<file path="src/rtl/uart_tx_arb_pkg.sv">
// Shared types and helpers for the uart_tx round-robin arbiter.
package uart_tx_arb_pkg;

    localparam int DEF_DATA_W = 8;

    typedef enum logic [2:0] {
        IDLE    = 3'd0,
        ISSUE   = 3'd1,
        XFER    = 3'd2,
        RELEASE = 3'd3,
        LOCKED  = 3'd4
    } arb_state_t;

    function automatic int wrap_inc(input int idx, input int n);
        return (idx + 1 >= n) ? 0 : idx + 1;
    endfunction

endpackage

</file>
<file path="src/rtl/uart_tx_arbiter_rr_pick.sv">
// Round-robin picker: first asserted request at or after rr_ptr, wrapping modulo N_REQ.
module rr_pick #(
    parameter int N_REQ = 3,
    parameter int IDX_W = 2
) (
    input  logic [N_REQ-1:0] req,
    input  logic [IDX_W-1:0] rr_ptr,
    output logic [IDX_W-1:0] pick,
    output logic             any
);

    logic [2*N_REQ-1:0] rot;
    int                 sum;

    // Doubling the vector lets a plain shift act as a rotation
    assign rot = {req, req} >> rr_ptr;

    always_comb begin
        pick = '0;
        any  = 1'b0;
        sum  = 0;
        for (int k = N_REQ - 1; k >= 0; k--) begin
            if (rot[k]) begin
                sum  = int'(rr_ptr) + k;
                any  = 1'b1;
                pick = IDX_W'((sum >= N_REQ) ? sum - N_REQ : sum);
            end
        end
    end

endmodule

</file>
<file path="src/rtl/uart_tx_arbiter.sv">
// Shares one uart_tx among N_REQ requesters, round-robin with per-requester message lock.
// Optional idle-lock watchdog and lock_timeout port: define UART_TX_ARB_LOCK_TIMEOUT_EN.
module uart_tx_arbiter
    import uart_tx_arb_pkg::*;
#(
    parameter int N_REQ       = 3,
    parameter int DATA_W      = DEF_DATA_W,
    parameter int IDX_W       = 2,
    parameter int TIMEOUT_CYC = 1000000
) (
    input  logic                    clk,
    input  logic                    rst,
    input  logic [N_REQ-1:0]        req_start,
    input  logic [N_REQ*DATA_W-1:0] req_data,
    input  logic [N_REQ-1:0]        req_lock,
    output logic [N_REQ-1:0]        req_busy,
    input  logic                    uart_tx_busy,
    output logic                    uart_tx_start,
    output logic [DATA_W-1:0]       uart_tx_data,
    output logic                    grant_valid,
    output logic [IDX_W-1:0]        grant_idx
`ifdef UART_TX_ARB_LOCK_TIMEOUT_EN
    ,
    output logic                    lock_timeout
`endif
);

    arb_state_t       state;
    logic [IDX_W-1:0] rr_ptr;
    logic [IDX_W-1:0] pick;
    logic             any_req;
    logic             issue_go;
    logic [IDX_W-1:0] issue_idx;
    logic             owner_req;
    logic             owner_lock;
    logic [IDX_W-1:0] next_ptr;

`ifdef UART_TX_ARB_LOCK_TIMEOUT_EN
    localparam int CNT_W = $clog2(TIMEOUT_CYC + 1);
    logic [CNT_W-1:0] idle_cnt;
`endif

    rr_pick #(
        .N_REQ (N_REQ),
        .IDX_W (IDX_W)
    ) u_rr_pick (
        .req    (req_start),
        .rr_ptr (rr_ptr),
        .pick   (pick),
        .any    (any_req)
    );

    assign owner_req  = req_start[grant_idx];
    assign owner_lock = req_lock[grant_idx];
    assign next_ptr   = IDX_W'(wrap_inc(int'(grant_idx), N_REQ));

    // A stale busy from uart_tx blocks any new issue, locked or not
    always_comb begin
        issue_go  = 1'b0;
        issue_idx = pick;
        if (state == IDLE) begin
            issue_go = any_req && !uart_tx_busy;
        end else if (state == LOCKED) begin
            issue_idx = grant_idx;
            issue_go  = owner_req && !uart_tx_busy;
        end
    end

    always_ff @(posedge clk) begin
        if (rst) begin
            state         <= IDLE;
            rr_ptr        <= '0;
            grant_valid   <= 1'b0;
            grant_idx     <= '0;
            uart_tx_start <= 1'b0;
            uart_tx_data  <= '0;
            req_busy      <= '0;
`ifdef UART_TX_ARB_LOCK_TIMEOUT_EN
            idle_cnt      <= '0;
            lock_timeout  <= 1'b0;
`endif
        end else begin
`ifdef UART_TX_ARB_LOCK_TIMEOUT_EN
            lock_timeout <= 1'b0;
            if (state != LOCKED || owner_req)
                idle_cnt <= '0;
            else
                idle_cnt <= idle_cnt + 1'b1;
`endif
            case (state)
                IDLE, LOCKED: begin
                    if (issue_go) begin
                        grant_valid         <= 1'b1;
                        grant_idx           <= issue_idx;
                        uart_tx_data        <= req_data[int'(issue_idx)*DATA_W +: DATA_W];
                        uart_tx_start       <= 1'b1;
                        req_busy            <= '0;
                        req_busy[issue_idx] <= 1'b1;
                        state               <= ISSUE;
                    end else if (state == LOCKED && !owner_lock) begin
                        rr_ptr      <= next_ptr;
                        grant_valid <= 1'b0;
                        state       <= IDLE;
                    end
`ifdef UART_TX_ARB_LOCK_TIMEOUT_EN
                    else if (state == LOCKED && idle_cnt == CNT_W'(TIMEOUT_CYC - 1)) begin
                        rr_ptr       <= next_ptr;
                        grant_valid  <= 1'b0;
                        lock_timeout <= 1'b1;
                        state        <= IDLE;
                    end
`endif
                end
                ISSUE: begin
                    if (uart_tx_busy) begin
                        uart_tx_start <= 1'b0;
                        state         <= XFER;
                    end
                end
                XFER: begin
                    if (!uart_tx_busy) begin
                        req_busy <= '0;
                        state    <= RELEASE;
                    end
                end
                RELEASE: begin
                    if (!owner_req) begin
                        if (owner_lock) begin
                            state <= LOCKED;
                        end else begin
                            rr_ptr      <= next_ptr;
                            grant_valid <= 1'b0;
                            state       <= IDLE;
                        end
                    end
                end
                default: begin
                    state         <= IDLE;
                    grant_valid   <= 1'b0;
                    grant_idx     <= '0;
                    uart_tx_start <= 1'b0;
                    uart_tx_data  <= '0;
                    req_busy      <= '0;
                end
            endcase
        end
    end

endmodule
</file>
<file path="config.mk">
export PLATFORM = sky130hd
export DESIGN_NAME = uart_tx_arbiter
export DESIGN_NICKNAME = d
export VERILOG_FILES = /design/src/rtl/uart_tx_arb_pkg.sv /design/src/rtl/uart_tx_arbiter_rr_pick.sv /design/src/rtl/uart_tx_arbiter.sv
export SDC_FILE = /design/constraint.sdc
export NUM_CORES = 1
export LEC_CHECK = 0
export CORE_MARGIN = 1
export CORE_UTILIZATION = 35
export CTS_CLUSTER_DIAMETER = 50
export DETAILED_ROUTE_END_ITERATION = 7
export PLACE_DENSITY = 0.7
export REMOVE_ABC_BUFFERS = 1
export SLEW_MARGIN = 5
export SYNTH_ARGS = -nofsm -noshare
export SYNTH_HDL_FRONTEND = slang
export SYNTH_SLANG_ARGS = --single-unit
</file>
<file path="constraint.sdc">
create_clock -name clk -period 2.5 [get_ports clk]
set_input_delay 0.625 -clock clk [delete_from_list [all_inputs] [get_ports clk]]
set_output_delay 0.625 -clock clk [all_outputs]
set_load 0.02 [all_outputs]
</file>
==> key figures, run 1 <==
Floorplanning
  – Io pins: 48
  – DIE WIDTH: 64.6 microns
  – Initial core utilization: 0.369
  – Core area: 3720 sq um
  – Std cell rows: 22
  – Die footprint: 4180 sq um
  – Die height: 64.6 microns

Synthesis
  – Ys flop type: dfxtp_1
  – YS warnings: 0
  – Cell count after synthesis: 162
  – Post-synth cell types: 44
  – Mapped Area: 1370 sq um
  – Sequential area share after synthesis: 0.292
  – Synth Area per Inst: 8.47 sq um
  – EDFF count, synth: 0
  – FFs w/ async S/R, synth: 0
  – #FFs+latches synth: 20

STA
  – Hold Vio Cnt, Final: 0
  – Slew margin rel.: 0.651
  – Actual slew at the worst max-slew pin: 0.519 ns
  – Fin crit share: 0.964
  – Final min period: 2.41 ns
  – Fmax: 415 MHz
  – Final setup violating endpoints: 0
  – Max Slew Vio Count: 0
  – Fin Clk Skew: 0.00577 ns

Worst setup path
  – Critical Path Start: req_start[1]
  – Critical path data arrival time: 2.60 ns
  – WS Path Type: input port to flip-flop
  – Critical path launch point type: input port
  – Crit-path max FO: 8
  – Critical R2R Launch: rr_ptr[0]
  – Worst endpoint required time: 2.69 ns
  – Flop-to-flop setup slack: 0.11 ns
  – CP endpoint kind: flip-flop

Global routing
  – Largest net degree at the start of global routing: 14
  – Number of antenna violations at the first check in global routing: 0
  – GRT Util Overall: 0.167
  – Grt ovf: 0
  – Vias in the first global route: 1233
  – First-pass GRT wire length: 5380 microns

Placed design
  – Port bufs: 47
  – DP Cell Count: 263
  – DP Wirelength: 2430 microns
  – Gpl congestion: 0.844

Clock network
  – CTS sink cnt: 20
  – CTS buffer count: 3
  – Insertion delay to the later sink of the worst-skew pair: 0.27 ns
  – Root Driver: clkbuf_8
  – H-tree levels: 1
  – Clk buf depth: 2
  – CTS tree: built
  – Clk slew on worst S/H paths: 0.08 ns

Power and ir drop
  – Net switching power: 271 uW
  – P_leak: 0.000855 uW
  – Clk pwr share: 0.333
  – Peak supply drop: 245 uV
  – Comb pwr share: 0.307
  – Part of the power in registers: 0.360
  – Switch share: 0.271
  – Pwr dens: 467 nW/um^2
  – Internal Power: 729 uW

Flow run
  – Max-cap violations: 0

Cells and area
  – FF/Latch Area: 402 sq um
  – Multi-input gate area: 888 sq um
  – Commonest cells after routing, fill and taps aside: clkdlybuf4s50_1, dfxtp_1, buf_4
  – Cell Count, Final, Fillers Out: 271
  – Final cell utilization of the core: 0.575
  – Share of cells above drive strength 1: 0.211
  – Layout Nets: 259
  – Area grow syn2layout: 55.8%
  – Filler cells: 356
  – Diodes inserted: 0
  – Commonest non-fill, non-tap cell in the layout: clkdlybuf4s50_1

Routing
  – DRT iter0 DRCs: 78
  – Vias per cell: 5.03
  – Via count: 1363
  – Pre-antenna DRT Iters: 4
  – Final WL: 3420 microns
  – DRC: 0
  – Antenna viol nets, final: 0
  – Drt wl/cell: 12.6 microns

Outcome
  – Outcome: complete, no violations

Min path
  – Hold path start: uart_tx_data[1]
  – Min-Delay Path Class: flip-flop to flip-flop
==> area by class of cell <==
| type | instances | share of cell area |
|---|---|---|
| well taps | 48 | 0.0281 |
| repair buffers | 68 | 0.311 |
| inverters | 14 | 0.0246 |
| flip-flops and latches | 20 | 0.188 |
| clock inverters | 1 | 0.0140 |
| clock buffers | 3 | 0.0193 |
| multi-input cells | 117 | 0.415 |
==> worst paths after layout <==
path,endpoint,cells after the start
worst max-delay path,uart_tx_data[1],9
worst min-delay path,uart_tx_data[1],2
worst max register to register,req_busy[1],12
worst min register to register,uart_tx_data[1],2
==> worst max-delay path, cell delays in order <==
cell and delay (ns):
buf_4 0.10, and4b_1 0.18, or4_4 0.55, a2111oi_4 0.36, or3_4 0.20, buf_12 0.10, buf_16 0.11, nand3b_4 0.15
o221ai_2 0.21
==> repair_timing <==
| action | in CTS | in global routing |
|---|---|---|
| setup endpoints to repair | 13 | 10 |
| hold buffers | 0 | 0 |
| gates resized for setup | 14 | 8 |
| gates cloned | 1 | 0 |
| buffers inserted | 2 | 1 |
| pin swaps | 4 | 7 |
==> metal layers <==
layer | global-route usage | routed length (microns)
met1 | 0.210 | 1710
met2 | 0.275 | 1490
met3 | 0.0370 | 177
met4 | 0.0667 | 48
met5 | 0 | 0
==> power by group through the flow <==
stage	Clock, uW	Sequential, uW	Combinational (uW)
final	333	360	307
after global routing	361	363	330
after CTS	340	360	303
after detailed placement	0	367	283
after global placement	0	368	282
after floorplan	0	392	108
==> cells by family after synthesis <==
kind of cell               share of synthesized area
DFF                                            0.292
muxes                                          0.132
adders and majority gates                     0.0182
and+or+nand+nor                                0.246
buffers and inverters                         0.0902
AOI/OAI and AO/OA                              0.222
==> metrics by stage <==
stage	instance area [sq um]	setup TNS (ns)	total power [uW]	hold slack, ns	worst slack, ns
global route	2140	-0.00264	1050	0.495	-0.00264
CTS	2130	0	1000	0.479	0.00756
detailed placement	1970	-7.67	650	0.454	-0.682
global placement	1970	-6.85	650	0.460	-0.597
finish	2140	0	999	0.473	0.0894
floorplan	1300	-1.02	500	0.541	-0.128
==> sequential cells by signal, indices dropped and copies added, names as in the netlist <==
signal,count
uart_tx_data,8
req_busy,3
state,3
grant_idx,2
rr_ptr,2
grant_valid,1
uart_tx_start,1
==> Yosys cell counts (all sizes together) (2+ instances only) <==
library cell,instances,area (sq um)
nor2b,2,12.5
o221ai,9,129
nor3,4,20.0
ha,2,25.0
o21a,2,15.0
inv,14,52.6
o21ai,4,20.0
nand2b,5,31.3
o211ai,2,15.0
nand3b,3,35.0
nand3,5,25.0
a21oi,14,73.8
dfxtp,20,400
nand2,16,60.1
and3b,2,17.5
clkbuf,5,18.8
nor2,11,41.3
buf,6,52.6
mux2i,17,170
nor3b,2,15.0
No activity file was read; power rests on OpenSTA's default activity.
==> run 2: changes to the inputs <==
--- a/config.mk
+++ b/config.mk
@@ -9,6 +9,7 @@
 export CORE_UTILIZATION = 35
 export CTS_CLUSTER_DIAMETER = 50
 export DETAILED_ROUTE_END_ITERATION = 7
+export GPL_ROUTABILITY_DRIVEN = 0
 export PLACE_DENSITY = 0.7
 export REMOVE_ABC_BUFFERS = 1
 export SLEW_MARGIN = 5
==> results of run 2 <==
No change in the layout: final DEF, timing and power equal those of run 1.
==> variant: new RTL, flow settings as in run 1 <==
The 5 states of `arb_state_t` get a Gray code encoding in 3 bits.
--- a/src/rtl/uart_tx_arb_pkg.sv
+++ b/src/rtl/uart_tx_arb_pkg.sv
@@ -4,11 +4,11 @@
     localparam int DEF_DATA_W = 8;
 
     typedef enum logic [2:0] {
-        IDLE    = 3'd0,
-        ISSUE   = 3'd1,
-        XFER    = 3'd2,
-        RELEASE = 3'd3,
-        LOCKED  = 3'd4
+        IDLE    = 3'b000,
+        ISSUE   = 3'b001,
+        XFER    = 3'b011,
+        RELEASE = 3'b010,
+        LOCKED  = 3'b110
     } arb_state_t;
 
     function automatic int wrap_inc(input int idx, input int n);
Formal check against the unedited RTL: no difference found for any inputs over 10 cycles, from zero or initial values and one cycle with rst high; not proved beyond that.
==> variant against run 1 <==
Power up 16%; count of clock-buffer cells in the layout unchanged; routed wire length up 1.7%; core utilization up 0.58 points; synthesized area up 1.6%; sequential cell count unchanged; worst setup slack better by 0.034 ns; design area up 1.8%; non-clock buffer count up 6; critical endpoint is now uart_tx_data[5]; largest cell class unchanged.
==> variant: results (changes against run 1) <==
* Outcome: completed (unchanged)
* Non-Filler Instances at 276 (was 271)
* Register-to-register setup slack at 0.22 ns (was 0.11 ns)
* Skew-Pair Late Insertion Delay at 0.26 ns
* Leak at 0.845 nW (was 0.855 nW)
* Setup ws final at 0.124 ns (was 0.0894 ns)
* Post CTS Setup Buffer Count at 0 (was 2)
* Worst clock skew at 0.00388 ns (was 0.00577 ns)
* Sequential-to-total area share from yosys stat at 0.287 (was 0.292)
* Post_cts resized at 5 (was 14)
* Synth area leaders: dfxtp_1 (29%), mux2i_1 (10%), o221ai_2 (8.6%) (was dfxtp_1 (29%), mux2i_1 (12%), o221ai_2 (8.8%))
* Synth Instances at 161 (was 162)
* Synth unique cells at 44 (unchanged)
* Depth of the CTS H-tree at 1 (unchanged)
* # fillers at 348 (was 356)
* Post-synth top cells: dfxtp_1 (20), nand2_1 (18), inv_1 (16) (was dfxtp_1 (20), mux2i_1 (17), nand2_1 (16))
* First-pass GRT wire length at 5.80 mm (was 5.38 mm)
* Total congestion overflow at 0 (unchanged)
* PortBufs at 47 (unchanged)
* Share of post-route cells with drive strength above 1 at 0.219 (was 0.211)
* Post-synthesis adder-cell area fraction at 0.0179 (was 0.0182)
* Post-synthesis compound-gate area fraction at 0.265 (was 0.222)
* CTS Root Cell: clkbuf_8 (unchanged)
* Worst slew pin tran at 0.481 ns (was 0.519 ns)
* Hold WC Path Type: register to register (unchanged)
* Crit Path Max Fanout at 8 (unchanged)
* Placer congestion estimate at 0.821 (was 0.844)
* WHS at 0.459 ns (was 0.473 ns)
* Largest net degree at the start of global routing at 13 (was 14)
* Yosys Warn Count at 0 (unchanged)
* Post-DP HPWL at 2.59 mm (was 2.43 mm)
* Mux cell area share after synthesis at 0.125 (was 0.132)
* VDD IR max at 0.319 mV (was 0.245 mV)
* XOR/XNOR Fraction of Synth Area at 0.00628 (was 0)
* Initial antenna violation count at 0 (unchanged)
* Vias per cell at 5.19 (was 5.03)
* NumNets Final at 264 (was 259)
* Arrival @ worst endpoint at 2.52 ns (was 2.60 ns)
* P_sw at 0.345 mW (was 0.271 mW)
* DR iter-0 viols at 98 (was 78)
* Main combinational cell family by area after synthesis: compound AO/OA/AOI/OAI gates (was simple AND/OR/NAND/NOR gates)
* Drt total wl at 3.47 mm (was 3.42 mm)
* Vias in the first global route at 1413 (was 1233)
* Placed insts at 272 (was 263)
* Longest Clk Path Bufs at 2 (unchanged)
* Antenna fix cells at 0 (unchanged)
* TritonRoute pass-1 iters at 4 (unchanged)
* Total GRT Usage at 0.173 (was 0.167)
* Worst slack at placement at -0.438 ns (was -0.682 ns)
* Synth async-reset ratio at 0 (unchanged)
* Clk slew on worst S/H paths at 0.08 ns (about the same)
* Inserted Clock Buffers at 3 (unchanged)
* Biggest regs: uart_tx_data x8, req_busy x3, state x3 (unchanged)
-- variant: per-stage QoR --
| step | power [mW] | setup TNS [ns] | area (um2) |
|---|---|---|---|
| after global routing | 1.22 | 0 | 2180 |
| after CTS | 1.16 | 0 | 2180 |
| after floorplan | 0.610 | 0 | 1330 |
| after global placement | 0.832 | -5.00 | 2100 |
| final | 1.16 | 0 | 2180 |
| after detailed placement | 0.834 | -5.21 | 2100 |
-- variant: power by group through the flow --
stage,combinational [mW],clock (mW),sequential [mW]
3_5_place_dp,0.435,0,0.399
2_1_floorplan,0.180,0,0.429
4_1_cts,0.439,0.333,0.393
6_report,0.438,0.325,0.393
5_1_grt,0.473,0.344,0.399
3_3_place_gp,0.431,0,0.401
-- variant: worst max-delay path, stage by stage --
cell and delay [ns]:
dlygate4sd2_1 0.26, and4b_1 0.21, or4_4 0.52, a221oi_2 0.22, a311o_2 0.23, buf_12 0.14, mux2i_1 0.21, o221ai_2 0.10
-- variant: area by class of cell --
type / count / area (um2) / share of cell area
well taps: 48 / 60.1 / 0.0276
repair buffers: 74 / 707 / 0.325
inverters: 16 / 60.1 / 0.0276
clock buffers: 3 / 41.3 / 0.0190
multi-input cells: 114 / 877 / 0.403
clock inverters: 1 / 30.0 / 0.0138
flip-flops and latches: 20 / 400 / 0.184
-- variant: final timing paths --
| path | start | to | cells after the start |
|---|---|---|---|
| setup / recovery | req_start[1] | uart_tx_data[5] | 8 |
| hold / removal | req_busy[2] | req_busy[2] | 2 |
| setup reg to reg | rr_ptr[0] | uart_tx_data[5] | 7 |
| hold reg to reg | req_busy[2] | req_busy[2] | 2 |
-- variant: layer usage --
layer / GRT usage / share of wire
met1: 0.213 / 0.48
met2: 0.299 / 0.45
met3: 0.0295 / 0.050
met4: 0.0652 / 0.019
met5: 0 / 0
